===== config.mk =====
export PLATFORM = sky130hd
export DESIGN_NAME = seq_trojan_alu
export DESIGN_NICKNAME = d
export VERILOG_FILES = /design/src/rtl/seq_trojan_alu.sv
export SDC_FILE = /design/constraint.sdc
export NUM_CORES = 1
export LEC_CHECK = 0
export CAP_MARGIN = 20
export CORE_UTILIZATION = 35
export DETAILED_ROUTE_END_ITERATION = 12
export PLACE_DENSITY_LB_ADDON = 0.2
export SLEW_MARGIN = 30
export SYNTH_ARGS = -nofsm -noshare
export SYNTH_HDL_FRONTEND = slang
export SYNTH_SLANG_ARGS = --single-unit

===== constraint.sdc =====
create_clock -name clk -period 1.45 [get_ports clk]
set_input_delay 0.145 -clock clk [delete_from_list [all_inputs] [get_ports clk]]
set_output_delay 0.145 -clock clk [all_outputs]
set_load 0.02 [all_outputs]

===== src/rtl/seq_trojan_alu.sv =====
// Registered ALU with valid/ready handshake and a sequence-triggered Trojan.
// TROJAN_EN=0 gives the golden model: the trigger FSM stays in IDLE and results are never corrupted.
module seq_trojan_alu #(
  parameter int               WIDTH       = 8,
  parameter logic [WIDTH-1:0] KEY0        = 'hA5,
  parameter logic [WIDTH-1:0] KEY1        = 'h5A,
  parameter logic [WIDTH-1:0] KEY2        = 'h3C,
  parameter int               PAYLOAD_CNT = 4,
  parameter bit               TROJAN_EN   = 1'b1
) (
  input  logic             clk,
  input  logic             rst_n,
  input  logic             in_valid,
  output logic             in_ready,
  input  logic [WIDTH-1:0] a,
  input  logic [WIDTH-1:0] b,
  input  logic [2:0]       opcode,
  output logic             out_valid,
  input  logic             out_ready,
  output logic [WIDTH-1:0] y,
  output logic             zero,
  output logic             carry,
  output logic             dbg_trojan_active
);

  localparam int               CNT_W     = $clog2(PAYLOAD_CNT + 1);
  localparam logic [CNT_W-1:0] CNT_INIT  = CNT_W'(PAYLOAD_CNT);
  localparam logic [CNT_W-1:0] CNT_ONE   = CNT_W'(1);
  localparam logic [WIDTH-1:0] SHIFT_LIM = WIDTH'(WIDTH);

  localparam logic [2:0] OP_ADD  = 3'b000;
  localparam logic [2:0] OP_SUB  = 3'b001;
  localparam logic [2:0] OP_AND  = 3'b010;
  localparam logic [2:0] OP_OR   = 3'b011;
  localparam logic [2:0] OP_XOR  = 3'b100;
  localparam logic [2:0] OP_SHL  = 3'b101;
  localparam logic [2:0] OP_SHR  = 3'b110;

  typedef enum logic [1:0] {
    ST_IDLE    = 2'b00,
    ST_S1      = 2'b01,
    ST_S2      = 2'b10,
    ST_PAYLOAD = 2'b11
  } state_t;

  // Returns {carry, result}; the MSB of a WIDTH+1 subtract is the unsigned borrow.
  function automatic logic [WIDTH:0] alu_calc(input logic [WIDTH-1:0] op_a,
                                              input logic [WIDTH-1:0] op_b,
                                              input logic [2:0]       op);
    logic [WIDTH:0] r;
    r = '0;
    case (op)
      OP_ADD:  r = {1'b0, op_a} + {1'b0, op_b};
      OP_SUB:  r = {1'b0, op_a} - {1'b0, op_b};
      OP_AND:  r = {1'b0, op_a & op_b};
      OP_OR:   r = {1'b0, op_a | op_b};
      OP_XOR:  r = {1'b0, op_a ^ op_b};
      OP_SHL:  r = (op_b >= SHIFT_LIM) ? '0 : {1'b0, op_a << op_b};
      OP_SHR:  r = (op_b >= SHIFT_LIM) ? '0 : {1'b0, op_a >> op_b};
      default: r = {1'b0, op_a};
    endcase
    return r;
  endfunction

  state_t           state_q, state_d;
  logic [CNT_W-1:0] cnt_q, cnt_d;

  logic             accept_p0;
  logic             corrupt_p0;
  logic             is_or_p0;
  logic [WIDTH:0]   alu_p0;

  logic             vld_p1;
  logic [WIDTH-1:0] y_p1;
  logic             zero_p1;
  logic             carry_p1;
  logic             dbg_p1;

  // Stage 0: handshake, clean ALU result and trigger decision for the offered operands
  assign in_ready  = !vld_p1 || out_ready;
  assign accept_p0 = in_valid && in_ready;
  assign is_or_p0  = (opcode == OP_OR);
  assign alu_p0    = alu_calc(a, b, opcode);

  always_comb begin
    state_d    = state_q;
    cnt_d      = cnt_q;
    corrupt_p0 = 1'b0;
    if (accept_p0) begin
      case (state_q)
        ST_IDLE: begin
          if (is_or_p0 && a == KEY0) state_d = ST_S1;
        end
        ST_S1: begin
          if (is_or_p0 && a == KEY1)      state_d = ST_S2;
          else if (is_or_p0 && a == KEY0) state_d = ST_S1;
          else                            state_d = ST_IDLE;
        end
        ST_S2: begin
          if (is_or_p0 && a == KEY2) begin
            state_d = ST_PAYLOAD;
            cnt_d   = CNT_INIT;
          end else if (is_or_p0 && a == KEY0) begin
            state_d = ST_S1;
          end else begin
            state_d = ST_IDLE;
          end
        end
        ST_PAYLOAD: begin
          // Operands are ignored here; only the remaining budget matters.
          corrupt_p0 = 1'b1;
          cnt_d      = cnt_q - CNT_ONE;
          if (cnt_q <= CNT_ONE) begin
            state_d = ST_IDLE;
            cnt_d   = '0;
          end
        end
        default: begin
          state_d = ST_IDLE;
          cnt_d   = '0;
        end
      endcase
    end
    if (!TROJAN_EN) begin
      state_d    = ST_IDLE;
      cnt_d      = '0;
      corrupt_p0 = 1'b0;
    end
  end

  always_ff @(posedge clk or negedge rst_n) begin
    if (!rst_n) begin
      state_q <= ST_IDLE;
      cnt_q   <= '0;
    end else begin
      state_q <= state_d;
      cnt_q   <= cnt_d;
    end
  end

  // Stage 1: result register, held while downstream stalls
  always_ff @(posedge clk or negedge rst_n) begin
    if (!rst_n) begin
      vld_p1   <= 1'b0;
      y_p1     <= '0;
      zero_p1  <= 1'b0;
      carry_p1 <= 1'b0;
      dbg_p1   <= 1'b0;
    end else if (accept_p0) begin
      vld_p1 <= 1'b1;
      if (corrupt_p0) begin
        y_p1     <= '0;
        zero_p1  <= 1'b1;
        carry_p1 <= 1'b0;
        dbg_p1   <= 1'b1;
      end else begin
        y_p1     <= alu_p0[WIDTH-1:0];
        zero_p1  <= (alu_p0[WIDTH-1:0] == '0);
        carry_p1 <= ((opcode == OP_ADD) || (opcode == OP_SUB)) ? alu_p0[WIDTH] : 1'b0;
        dbg_p1   <= 1'b0;
      end
    end else if (out_ready) begin
      vld_p1 <= 1'b0;
    end
  end

  assign out_valid         = vld_p1;
  assign y                 = y_p1;
  assign zero              = zero_p1;
  assign carry             = carry_p1;
  assign dbg_trojan_active = dbg_p1;

endmodule


Word-level counts from Yosys, hierarchy flattened
Index checks and enable logic that the tools add are counted.
Operators by class
  equality and inequality tests: 15
  bitwise gates (word level): 3
  add/subtract/negate cells: 3
  shift operators: 2
  order comparisons: 2
  multiplexer cells: 21
  reductions and logical operators: 14
Operators by type and width (number)
  $pmux 9 s7: 1
  $mux 8: 3
  $add 8x8->9: 1
  $eq 3x3->1 const B: 3
  $mux 1: 9
  $sub 8x8->9: 1
  $and 8x8->8: 1
  $eq 8x6->1 const B: 1
  $eq 8x7->1 const B: 1
  $eq 8x8->1 const B: 1
  $ge 8x4->1 const B: 1
  $logic_not 8->1: 1
  $mux 2: 4
  $or 8x8->8: 1
  $pmux 2 s4: 1
  $shl 8x8->8: 1
  $shr 8x8->8: 1
  $xor 8x8->8: 1
  $eq 3x2->1 const B: 2
  $mux 3: 2
  $ne 2x2->1 const B: 3
  $pmux 3 s2: 1
  $reduce_and 3->1: 2
  $eq 2x2->1 const B: 2
  other kinds (10): 15
Storage, ports and cells
  word-level logic and storage cells: 67
  output and inout port bits: 13
  input bits: 23
  flip-flop bits (word level): 17

Longest topological paths before layout
  word-level depth: 5
  gate-level depth with buffers: 16
  depth with buffers taken out: 14

Worst setup path before layout
Ideal clock, no wire load.
  kind: input to register
  from: in opcode[2]
  to: reg zero_p1, in the netlist zero
  library setup time: 77 ps
  data required time: 1373 ps
  cell stages on the path: 14
  buffers on the path: 2
  slack: -1734 ps
  arrival time: 3106 ps
  cell sequence: buf_2 buf_2 nor3_1 mux2_2 inv_1 ha_1 nor2b_1 o31ai_1 a21oi_1 or3_1 xor2_1 a21oi_2 nand4_1 a21oi_1
Between the ends
  cells in the longest elaborated chain, start to end: 4
  elaborated cells on any way between the ends: 10
  classes of those cells: eq/ne (6); mux (2); reduce/logical (2)
Ends and longest elaborated chain
  from (decl): RTL line 17  | input logic [2:0] opcode,
  $eq 3x3->1 (tied with other cells): RTL line 52  | case (op)
  $pmux 9 s7 (*): RTL line 52
  $logic_not 8->1 (*): RTL line 158  | zero_p1 <= (alu_p0[WIDTH-1:0] == '0);
  $mux 1 (*): RTL line 151  | if (corrupt_p0) begin
  to (signal assigned): RTL line 158
  to (decl): RTL line 75  | logic zero_p1;
Every way passes the cells marked *; elsewhere a longest branch is shown, timed or not.
A chain may end at the register's enable or synchronous reset.

Worst setup path in the final report
  from: in b[0]
  to: reg zero_p1, in the netlist zero
Between the ends
  cells in the longest elaborated chain, start to end: 5
  elaborated cells on any way between the ends: 13
  classes of those cells: add/sub (2); order compare (1); shift (2); mux (4); bitwise (3); reduce/logical (1)
Ends and longest elaborated chain
  from (decl): RTL line 16  | input logic [WIDTH-1:0] b,
  $ge 8x4->1 (tied with other cells): RTL line 58, 59
  $mux 8 (on tied branches): RTL line 59, 58
  $pmux 9 s7 (*): RTL line 52
  $logic_not 8->1 (*): RTL line 158
  $mux 1 (*): RTL line 151
Marked as above.

==> out/qor.yml <==
detailed_routing:
  antenna_left: 0
  vias_per_cell: 5.442
  first_pass_iters: 4
  top_layer_used: "met4"
  via_count: 3075
  drc: 0
  initialDrtViolationCount: 167
  wl_met2_um: 4713
  routedWlPerCell_um: 16.77
  m1WireLength_um: 4035
  wl_met3_um: 416
  drt_wl_total_um: 9476
cts:
  clk_path_buf_depth: 2
  clock_sinks: 17
  cts_root_buf: "clkbuf_8"
  tritoncts: "built"
  numCtsBuffers: 3
  htreeDepth: 1
  clkTransAtPathRegs_ns: 0.06
  insertion_delay_ns: 0.24
floorplan:
  io_pins: 36
  num_rows: 30
  core-area_mm2: 0.006907
  die_h_um: 87.46
  die_w_um: 87.46
  die_area_mm2: 0.007649
  start_util_pct: 37.01
placed_design:
  place_hpwl_um: 6968
  portBuffers: 35
  placed_cells: 533
  gp_congestion: 0.9651
  post-place-ws_ns: -1.710
sta:
  setup_viol: 10
  fin_crit_sh_pct: 166.3
  fmax_mhz: 414.8
  tightest_slew_ns: 0.5569
  final.setup.tns_ns: -7.352
  hold_viol: 0
  fin_crit_ns: 2.411
  slew_violations: 0
  slew_headroom_pct: 62.40
  finalWorstSetupSlack_ns: -0.9606
  rsz0062_at_grt: "yes"
  clock_skew_ns: 0.003915
synth:
  synth_top_family_by_area: "compound AO/OA/AOI/OAI gates"
  ys_async_sr_fraction_pct: 100.0
  syn-cell-area_mm2: 0.002556
  avgSynthCellArea_um2: 7.723
  yosys_warnings: 0
  syn-instance-count: 331
  yosysSeqAreaShare_pct: 16.64
  synth_nets: 382
  synth_edf_count: 0
  yosysTopAreaCell: "dfrtp_1"
  ys_ff_latch: 17
  ys_top_cells_by_count: "34 x nand2_1, 30 x nor2_1, 27 x ha_1"
  yosys.area_share.simple_pct: 23.94
  synthFlopType: "dfrtp_1"
  synth_fa_ha_area_share_pct: 14.00
  synth_compound_area_share_pct: 26.43
  synth_most_common_cell: "nand2_1"
  synthXorXnorAreaFrac_pct: 3.084
  synth_area_leaders: "dfrtp_1 17%, ha_1 13%, nand2_1 5.0%"
  ys_types: 67
  synth_top_area_share_pct: 16.64
  synth_mux_area_share_pct: 8.419
grt:
  overflow: 0
  grt_pass1_wl_um: 14710
  grt_pass1_vias: 3133
  grt_usage_pct: 24.72
  grt_antenna_before_repair: 0
  grt_start_max_net_pins: 25
pwr:
  power.switching_w: 0.0009462
  power.leakage_nw: 1.954
  internal_power_w: 0.001529
  power_frac_seq_pct: 22.6
  power_switching_share_pct: 38.22
  p_comb_share_pct: 63.8
  p_per_area_mw_per_mm2: 579.1
  peakVddDrop_uv: 239.2
  p_clk_share_pct: 13.7
min_path:
  hold_class: "in -> async"
final_layout:
  nets: 521
  drive_above_1_share_pct: 41.79
  ff_latch_area_um2: 425.4
  multiInputGateArea_mm2: 0.002276
  instances_no_fill: 565
  syn_to_final_growth_pct: 67.21
  diodes: 0
  utilization_pct: 61.88
  fillCellCount: 606
critical_path:
  cp_max_fo: 6
  worstSetupStartpointType: "primary input"
  criticalPathCategory: "in -> reg"
  arrival_ns: 2.58
  end_kind: "flip-flop"
  cp_data_required_time_ns: 1.62
run_status:
  violations: "setup timing"
  status: "finished, violations left"
run:
  maxCapViolCount: 0
## power by group through the flow
stage                     logic (W)  registers (W)  clock network (W)
after CTS                   0.00142       0.000558           0.000345
after global routing        0.00170       0.000566           0.000376
final                       0.00158       0.000558           0.000339
after global placement      0.00124       0.000565                  0
after detailed placement    0.00126       0.000567                  0
after floorplan            0.000632       0.000628                  0
## state kept, by name (all words and copies together), names as in the netlist
signal	cells
out_valid	1
y	8
cnt_q	3
zero	1
state_q	2
dbg_trojan_active	1
carry	1
## layout by cell type (no fill, tap or decap), drive strengths merged, types with 3 or more instances in the layout
cell / count
buf: 123
nand2: 34
nor2: 30
ha: 27
a21oi: 25
o21ai: 22
inv: 21
clkdlybuf4s50: 18
dfrtp: 17
mux2i: 11
a31oi: 9
dlygate4sd2: 8
nand2b: 8
nor3: 7
o211ai: 6
xnor2: 6
nor2b: 6
nand4: 5
nand3: 5
clkbuf: 5
nand3b: 4
o2bb2ai: 3
mux4: 3
xor2: 3
mux2: 3
a22oi: 3
nor4: 3
## cell families (layout without fill, tap and decap cells)
| logic type | after synthesis | after routing |
|---|---|---|
| AO/OA/AOI/OAI | 100 | 100 |
| AND/OR/NAND/NOR | 119 | 119 |
| flip-flops | 17 | 17 |
| XOR/XNOR | 9 | 9 |
| buffers and inverters | 41 | 179 |
| multiplexers | 17 | 17 |
| adder cells (fa/ha/maj) | 28 | 28 |
## worst paths after layout
path / end / cells past startpoint / slack (ns) / from
max: zero / 14 / -0.96 / b[0]
max in group asynchronous: y[2] / 2 / 1.03 / rst_n
max reg2reg: cnt_q[1] / 7 / 0.15 / cnt_q[1]
min reg2reg: y[5] / 2 / 0.47 / y[5]
min: dbg_trojan_active / 2 / 0.23 / rst_n
min in group clk: y[5] / 2 / 0.47 / y[5]
## layer usage
layer | global-route usage [%] | vias to the layer above
li1 | - | 1507
met1 | 30.33 | 1433
met2 | 44.46 | 109
met3 | 1.896 | 26
met4 | 9.836 | 0
met5 | 0 | -
## per-stage QoR
step	power, W	cell area [um2]	hold slack [ns]
after floorplan	0.001259	2655	-0.1506
after global placement	0.001808	3670	0.4519
after detailed placement	0.001824	3670	0.4696
after CTS	0.002323	4054	0.2398
after global routing	0.002638	4274	0.2500
final	0.002475	4274	0.2325
## layout make-up
type / count / area share (%)
Clock buffer: 4 / 1.054
Inverter: 22 / 1.961
Multi-Input combinational cell: 273 / 53.25
Sequential cell: 17 / 9.953
Tap cell: 96 / 2.810
Timing Repair Buffer: 153 / 30.97
## critical path: stages
cell and delay, ns:
buf_6 0.10, buf_6 0.11, nor3_4 0.29, buf_6 0.16, a31oi_4 0.08, xnor2_1 0.18
ha_2 0.34, a21oi_2 0.17, nor2b_1 0.07, or3_1 0.36, xor2_1 0.16, a21oi_2 0.17
nand4_1 0.11, a21oi_1 0.13
## timing repair
| item | 4_1_cts | 5_1_grt |
|---|---|---|
| setup endpoints to repair | 16 | 15 |
| gates cloned | 0 | 1 |
| gates resized for setup | 86 | 39 |
| hold buffers | 0 | 0 |
| setup buffers | 25 | 7 |
| pin swaps | 31 | 33 |
No activity file was read; power rests on OpenSTA's default activity.
